<file path="src/rtl/id_branch_predecode.sv">
`default_nettype none
// ============================================================================
// Module   : id_branch_predecode
// Brief    : Decode-side front end. Tracks the PC, classifies 16/32-bit
//            instructions, statically predicts jumps and backward branches
//            (combinational redirect to fetch), squashes the stale fetch slot
//            after every redirect, and registers the ID/EX boundary.
// Revision : 1.0 - initial release
// ============================================================================
module id_branch_predecode #(
    parameter logic [31:0] BOOT_PC = 32'h0000_0000
) (
    input  logic        clk,
    input  logic        reset,
    input  logic [31:0] instruction_f_i,
    input  logic        enable_i,
    input  logic        flush_i,
    input  logic [31:0] flush_pc_i,
    output logic [31:0] redirection_d_o,
    output logic        taken_d_o,
    output logic        is_compress_d_o,
    output logic        valid_d_o,
    output logic [31:0] instr_d_o,
    output logic [31:0] pc_d_o,
    output logic        pred_taken_d_o
);

    localparam logic [1:0]  S_WARMUP = 2'd0;
    localparam logic [1:0]  S_RUN    = 2'd1;
    localparam logic [1:0]  S_SQUASH = 2'd2;
    localparam logic [1:0]  c_WARMUP_LAST = 2'd2;
    localparam logic [31:0] c_NOP    = 32'h0000_0013;
    localparam logic [6:0]  c_OP_JAL    = 7'b1101111;
    localparam logic [6:0]  c_OP_BRANCH = 7'b1100011;

    logic [1:0]  r_state;
    logic [1:0]  r_cnt;
    logic [31:0] r_pc;

    logic        w_is_run;
    logic        w_is_c;
    logic        w_predict;
    logic [31:0] w_imm;
    logic [31:0] w_target;
    logic [31:0] w_seq_pc;
    logic        w_taken;
    logic [2:0]  w_cf3;

    assign w_is_run  = (r_state == S_RUN);
    assign w_is_c    = (instruction_f_i[1:0] != 2'b11);
    assign w_cf3     = instruction_f_i[15:13];
    assign w_target  = r_pc + w_imm;
    assign w_seq_pc  = r_pc + (w_is_c ? 32'd2 : 32'd4);
    // Reset gates the pulse so fetch never sees a redirect out of a resetting stage.
    assign w_taken   = ~reset & enable_i & (flush_i | (w_is_run & w_predict));

    assign is_compress_d_o = w_is_c;
    assign taken_d_o       = w_taken;
    assign redirection_d_o = flush_i ? flush_pc_i : w_target;

    // Static predictor: unconditional jumps always, conditional branches only backward.
    always_comb begin
        w_predict = 1'b0;
        w_imm     = 32'd0;
        if (!w_is_c) begin
            if (instruction_f_i[6:0] == c_OP_JAL) begin
                w_predict = 1'b1;
                w_imm = {{12{instruction_f_i[31]}}, instruction_f_i[19:12],
                         instruction_f_i[20], instruction_f_i[30:21], 1'b0};
            end else if (instruction_f_i[6:0] == c_OP_BRANCH) begin
                w_predict = instruction_f_i[31];
                w_imm = {{20{instruction_f_i[31]}}, instruction_f_i[7],
                         instruction_f_i[30:25], instruction_f_i[11:8], 1'b0};
            end
        end else if (instruction_f_i[1:0] == 2'b01) begin
            if (w_cf3 == 3'b101 || w_cf3 == 3'b001) begin
                // C.J / C.JAL
                w_predict = 1'b1;
                w_imm = {{21{instruction_f_i[12]}}, instruction_f_i[8],
                         instruction_f_i[10:9], instruction_f_i[6], instruction_f_i[7],
                         instruction_f_i[2], instruction_f_i[11], instruction_f_i[5:3], 1'b0};
            end else if (w_cf3 == 3'b110 || w_cf3 == 3'b111) begin
                // C.BEQZ / C.BNEZ
                w_predict = instruction_f_i[12];
                w_imm = {{24{instruction_f_i[12]}}, instruction_f_i[6:5],
                         instruction_f_i[2], instruction_f_i[11:10],
                         instruction_f_i[4:3], 1'b0};
            end
        end
    end

    // Control state, PC and ID/EX capture.
    always_ff @(posedge clk) begin
        if (reset) begin
            r_state        <= S_WARMUP;
            r_cnt          <= 2'd0;
            r_pc           <= BOOT_PC;
            valid_d_o      <= 1'b0;
            instr_d_o      <= c_NOP;
            pc_d_o         <= BOOT_PC;
            pred_taken_d_o <= 1'b0;
        end else begin
            case (r_state)
                S_WARMUP: begin
                    // Warmup counts every cycle, stalled or not; a flush aborts it.
                    if (enable_i && flush_i)
                        r_state <= S_SQUASH;
                    else if (r_cnt == c_WARMUP_LAST)
                        r_state <= S_RUN;
                    else
                        r_cnt <= r_cnt + 2'd1;
                end
                S_RUN: begin
                    if (w_taken)
                        r_state <= S_SQUASH;
                end
                S_SQUASH: begin
                    if (enable_i)
                        r_state <= flush_i ? S_SQUASH : S_RUN;
                end
                default: r_state <= S_WARMUP;
            endcase

            if (enable_i) begin
                if (flush_i)
                    r_pc <= flush_pc_i;
                else if (w_is_run && w_predict)
                    r_pc <= w_target;
                else if (w_is_run)
                    r_pc <= w_seq_pc;

                valid_d_o      <= w_is_run & ~flush_i;
                instr_d_o      <= w_is_c ? {16'h0000, instruction_f_i[15:0]} : instruction_f_i;
                pc_d_o         <= r_pc;
                pred_taken_d_o <= w_is_run & w_predict & ~flush_i;
            end
        end
    end

endmodule
`default_nettype wire
</file>
<file path="config.mk">
export PLATFORM = sky130hd
export DESIGN_NAME = id_branch_predecode
export DESIGN_NICKNAME = d
export VERILOG_FILES = /design/src/rtl/id_branch_predecode.sv
export SDC_FILE = /design/constraint.sdc
export NUM_CORES = 1
export LEC_CHECK = 0
export CORE_ASPECT_RATIO = 1.75
export CORE_MARGIN = 5
export CORE_UTILIZATION = 56
export CTS_BUF_LIST = sky130_fd_sc_hd__clkbuf_4 sky130_fd_sc_hd__clkbuf_8
export CTS_CLUSTER_DIAMETER = 150
export CTS_CLUSTER_SIZE = 24
export DETAILED_ROUTE_END_ITERATION = 7
export PLACE_DENSITY = 0.88
export SLEW_MARGIN = 15
export SYNTH_ARGS = -nofsm -noshare
export SYNTH_HDL_FRONTEND = slang
export SYNTH_SLANG_ARGS = --single-unit
</file>
<file path="constraint.sdc">
create_clock -name clk -period 12.4 [get_ports clk]
set_input_delay 2.48 -clock clk [delete_from_list [all_inputs] [get_ports clk]]
set_output_delay 2.48 -clock clk [all_outputs]
set_load 0.01 [all_outputs]
</file>
* Word-level counts from Yosys, hierarchy flattened
Cells that the tools add are included.
Widths: inputs -> output; s select.
** Word-level totals
- Register bits :: 102
- Input bits :: 68
- Output and inout bits :: 100
- Word-level logic and storage cells :: 67
** Cells by class
- Add/sub/neg operators :: 3
- Equal/unequal tests :: 14
- Mux-type cells :: 24
- Bitwise gates (word level) :: 10
- Reductions and logical operators :: 9
** Operator list (count)
- $mux 32 :: 11
- $add 32x3->32 :: 1
- $add 32x32->32 :: 1
- $eq 7x7->1 const B :: 2
- $mux 2 :: 5
- $eq 3x3->1 const B :: 3
- $mux 1 :: 6
- $ne 2x2->1 const B :: 3
- $pmux 2 s3 :: 1
- $reduce_and 3->1 :: 2
- $and 1x1->1 :: 5
- $eq 2x1->1 const B :: 2
- $eq 2x2->1 const B :: 2
- $not 1->1 :: 4
- $eq 3x1->1 const B :: 1
- $mux 3 :: 1
- $ne 3x3->1 const B :: 1
- $reduce_bool 3->1 :: 1
- $add 2x1->2 const B :: 1
- $logic_and 1x1->1 :: 2
- $logic_not 2->1 :: 1
- $logic_or 1x1->1 :: 2
- $reduce_and 2->1 :: 1
- $or 1x1->1 :: 1

* Depth between registers and ports, before layout
- Depth in word-level cells :: 11
- Mapped depth :: 17
- Gate-level depth less buffers :: 15

* Least setup slack after synthesis
OpenSTA, ideal clock, no wires.
- Path type :: input-to-output
- Start point :: in instruction_f_i[1]
- End point :: out redirection_d_o[29]
- Data arrival time :: 5.799 ns
- Data required time :: 9.920 ns
- Setup slack :: 4.121 ns
- Stages :: 14
- Path through :: and2_1 > buf_2 > and2_1 > o21ai_0 > o21ai_1 > ha_1 > buf_6 > a21o_1 > a211o_2 > or4_4 > o21ai_1 > nor2_1 > o211a_1 > a211o_1
** On the way
- Longest elaborated chain between the ends :: 6
** Ends and longest elaborated chain
- start: declaration :: RTL line 15 : input logic [31:0] instruction_f_i,
- $eq 7x7->1 :: RTL line 70 : end else if (instruction_f_i[6:0] == c_OP_BRANCH) begin
- $mux 32 :: RTL line 70
- $mux 32 :: RTL line 66 : if (instruction_f_i[6:0] == c_OP_JAL) begin
- $mux 32 * :: RTL line 65 : if (!w_is_c) begin
- $add 32x32->32 * :: RTL line 52 : assign w_target = r_pc + w_imm;
- $mux 32 * :: RTL line 59 : assign redirection_d_o = flush_i ? flush_pc_i : w_target;
- end: declaration :: RTL line 19 : output logic [31:0] redirection_d_o,
Mark *: on every way between the ends. The rest lies on a longest branch, timed or not.

* Worst setup path after layout
Same ends and word-level chain as after synthesis.

==> summary by stage <==
Cells and area
The final-stage net count is 1163. The area growth from synthesis to layout is 26.0%. In the final layout, the share of cells above drive strength 1 is 5.44%.

For this run, the share of the core covered by cells in the final layout is 72.1%. The antenna diode count is 0.

Floorplan
The count of boundary I/O pins is 168. The floorplan has 54 rows. The horizontal die dimension is 95.7 µm. The die is 160 µm tall. The full die area is 15300 µm². The initial standard-cell utilization of the core is 57.2%. The core region is 12600 µm².

Drt
After the first detailed-routing iteration, the DRC count stood at 435. The per-cell routed wire length is 19.7 µm. In the routed design, unresolved DRC markers number 0. In this run the remaining antenna-violating nets after routing total 0. Summing over every cut layer, the via total after detailed routing is 7485. In the routed layout, each cell is associated on average with a via count of 6.07. The first-pass detailed-route iteration total is 5. Summed over all layers, the routed wires come to 24300 µm.

Logic synthesis
The most instantiated flip-flop cell in the synthesis netlist is sky130_fd_sc_hd__dfxtp_1. The most common cell in the synthesized netlist is sky130_fd_sc_hd__nor2_1. The count of yosys warnings during synthesis is 0.

The commonest cells after synthesis are sky130_fd_sc_hd__nor2_1, sky130_fd_sc_hd__nand2_1, sky130_fd_sc_hd__dfxtp_1, sky130_fd_sc_hd__a21oi_1, sky130_fd_sc_hd__o21ai_0. A synthesized cell averages 7.72 µm². The synthesized design contains 102 register bits. Sequential elements use 28.4% of the synthesized area. The cell area after synthesis is 7190 µm². In this run the biggest area consumer among cell types represents 28.4% of the synthesized area. Sorting the synthesized cells by area gives the leading types as sky130_fd_sc_hd__dfxtp_1, sky130_fd_sc_hd__mux2i_1, sky130_fd_sc_hd__nor2_1, sky130_fd_sc_hd__ha_1, sky130_fd_sc_hd__nand2_1. The net count after synthesis is 1034. The cell accounting for the most synthesized area is sky130_fd_sc_hd__dfxtp_1. The share of async-settable or async-resettable flops after synthesis is 0%.

The netlist uses 77 different library cells. The number of enable-type register cells in the synthesized netlist is 0. Counting every instance in the synthesized netlist gives 932.

STA
Setup violations remaining at the end of the flow were counted as 0. The final setup skew is 0.0115 ns. The final worst-path cycle share is 83.7%. The final hold violation count came to 0. In the final timing run, aggregate negative setup slack is 0 ns. The final period demand of the worst path is 10.38 ns.

Setup repair after global routing left no endpoint under its margin. The achievable clock frequency is 96.4 MHz. The number of pins exceeding their max-slew limit in the final report is 0. The worst slew margin relative to its limit is 21.1%. The pin slew with the least headroom to its limit is 1.18 ns.

CTS
The TritonCTS clock tree is done. The number of levels the H-tree was split into is 3. The longest clock path from root to sink contains 2 buffers. The clock latency of the later-clocked register in the worst-skew pair is 0.38 ns. Once the clock tree was built, the setup fixing pass inserted 0 buffers. Clock-pin slew was measured on the worst setup and hold paths at 0.12 ns. The library cell used as clock root buffer is sky130_fd_sc_hd__clkbuf_8. Clock tree synthesis inserted a total of 9 buffers.

CTS saw 102 sinks. Buffers inserted to repair hold after CTS numbered 0. Post-CTS repair changed the size of 0 cells.

GRT
The largest net degree at the start of global routing is 96. The remaining global-route overflow is 0. The number of global-route vias before repair came to 7491. Global routing used 32.0% of the available tracks across all layers. The number of antenna violations at the first check in global routing is 0.

The global-route wire length before repair is 38500 µm.

Worst setup path
The arrival time reported for the critical path endpoint is 7.90 ns. The worst setup path is of the in2out kind. The critical path required time is 9.92 ns. The number of cells on the worst reg-to-reg path is 9. Of all nets on the critical path, the largest fanout is 27. The startpoint class of the critical path is an input pin. The kind of end point of the critical path is an output pin.

Pwr
The worst-case IR drop observed on VDD is 0.0000667 V. In this run the power density over the cells is 88.0 nW/µm². The standby leakage power is 3.61 nW.

Placed design
The number of port buffers is 167. Routability-driven placement finished with a final weighted congestion of 0.986. Detailed placement finished with a half-perimeter wire length of 18400 µm.

Flow run
Across the run, the number of max-cap violations was 0.

Min path
The cell depth of the worst min-delay path is 2. The class of the tightest hold or removal check is reg2reg.

Status
The flow ran to the end, and the final reports show no timing, DRC or antenna violations.
layout by cell type, fill, tap and decap left out, types with 11 or more instances in the layout:
cell type                         count
sky130_fd_sc_hd__a211oi_1            11
sky130_fd_sc_hd__xnor2_1             31
sky130_fd_sc_hd__dfxtp_1            102
sky130_fd_sc_hd__nand4_1             14
sky130_fd_sc_hd__a21o_1              21
sky130_fd_sc_hd__ha_1                33
sky130_fd_sc_hd__xor2_1              21
sky130_fd_sc_hd__o21a_1              14
sky130_fd_sc_hd__nor3_1              24
sky130_fd_sc_hd__nand2_1            103
sky130_fd_sc_hd__a21oi_1             69
sky130_fd_sc_hd__nor2_1             115
sky130_fd_sc_hd__mux2i_1             54
sky130_fd_sc_hd__clkdlybuf4s50_1    164
sky130_fd_sc_hd__a211o_1             16
sky130_fd_sc_hd__o21ai_0             61
sky130_fd_sc_hd__inv_1               17
sky130_fd_sc_hd__nand3_1             29
sequential cells by signal (all words and copies together), names as in the netlist:
signal,count
instr_d_o,32
pc_d_o,32
r_pc,32
r_cnt,2
r_state,2
pred_taken_d_o,1
valid_d_o,1
per-layer routing:
| layer | global-route usage (%) | part of all wire [%] | vias to the layer above |
|---|---|---|---|
| met3 | 5.70 | 5.8 | 85 |
| met5 | 0 | 0 | - |
| met1 | 33.0 | 35 | 3509 |
| li1 | - | - | 3614 |
| met4 | 17.6 | 5.6 | 0 |
| met2 | 58.6 | 54 | 277 |
power breakdown:
group | internal [mW] | total (mW) | switching (mW)
Sequential | 0.346 | 0.366 | 0.0201
Combinational | 0.103 | 0.218 | 0.115
Clock | 0.0778 | 0.213 | 0.135
Total | 0.527 | 0.797 | 0.270
critical path, cell delays in order:
cell,delay (ns)
sky130_fd_sc_hd__clkdlybuf4s50_1,0.53
sky130_fd_sc_hd__and2_1,0.14
sky130_fd_sc_hd__buf_4,0.26
sky130_fd_sc_hd__and2_1,0.23
sky130_fd_sc_hd__o21ai_0,0.38
sky130_fd_sc_hd__o21ai_1,1.05
sky130_fd_sc_hd__ha_1,0.49
sky130_fd_sc_hd__a21o_1,0.19
sky130_fd_sc_hd__a211o_2,0.33
sky130_fd_sc_hd__or4_4,0.49
sky130_fd_sc_hd__o21ai_1,0.23
sky130_fd_sc_hd__nor2_1,0.11
sky130_fd_sc_hd__o211a_1,0.21
sky130_fd_sc_hd__a211o_1,0.25
sky130_fd_sc_hd__clkdlybuf4s50_1,0.48
logic make-up (layout without fill, tap and decap cells):
| group | after synthesis | after routing | share of synthesized area, % |
|---|---|---|---|
| AND/OR/NAND/NOR | 347 | 347 | 22.5 |
| AO/OA/AOI/OAI | 264 | 264 | 23.9 |
| flip-flops | 102 | 102 | 28.4 |
| buffers and inverters | 74 | 208 | 4.52 |
| multiplexers | 58 | 58 | 8.14 |
| XOR/XNOR | 52 | 52 | 6.33 |
| adder cells (fa/ha/maj) | 35 | 35 | 6.16 |
stage by stage:
step | area [µm²] | setup WS (ns) | hold WS, ns | std cells | power [mW]
2_1_floorplan | 7190 | 4.12 | 0.446 | 932 | 0.494
3_3_place_gp | 8870 | 2.14 | 0.448 | 1218 | 0.586
3_5_place_dp | 8870 | 2.13 | 0.452 | 1218 | 0.589
4_1_cts | 9060 | 2.12 | 0.469 | 1234 | 0.798
5_1_grt | 9060 | 1.81 | 0.487 | 1234 | 0.836
6_report | 9060 | 2.02 | 0.467 | 1234 | 0.797
final timing paths:
kind | startpoint | endpoint | slack (ns)
max | instruction_f_i[1] | redirection_d_o[29] | 2.02
min | instr_d_o[20] | instr_d_o[20] | 0.47
max reg2reg | r_pc[17] | r_pc[31] | 9.43
min reg2reg | instr_d_o[20] | instr_d_o[20] | 0.47
area by class of cell:
| cell class | instances | area [µm²] |
|---|---|---|
| fillers | 1043 | 3500 |
| repair buffers | 175 | 1720 |
| well taps | 168 | 210 |
| multi-input cells | 756 | 4830 |
| clock buffers | 9 | 124 |
| inverters | 17 | 63.8 |
| flip-flops and latches | 102 | 2040 |
| clock inverters | 7 | 66.3 |
(Power assumes the default switching activity.)
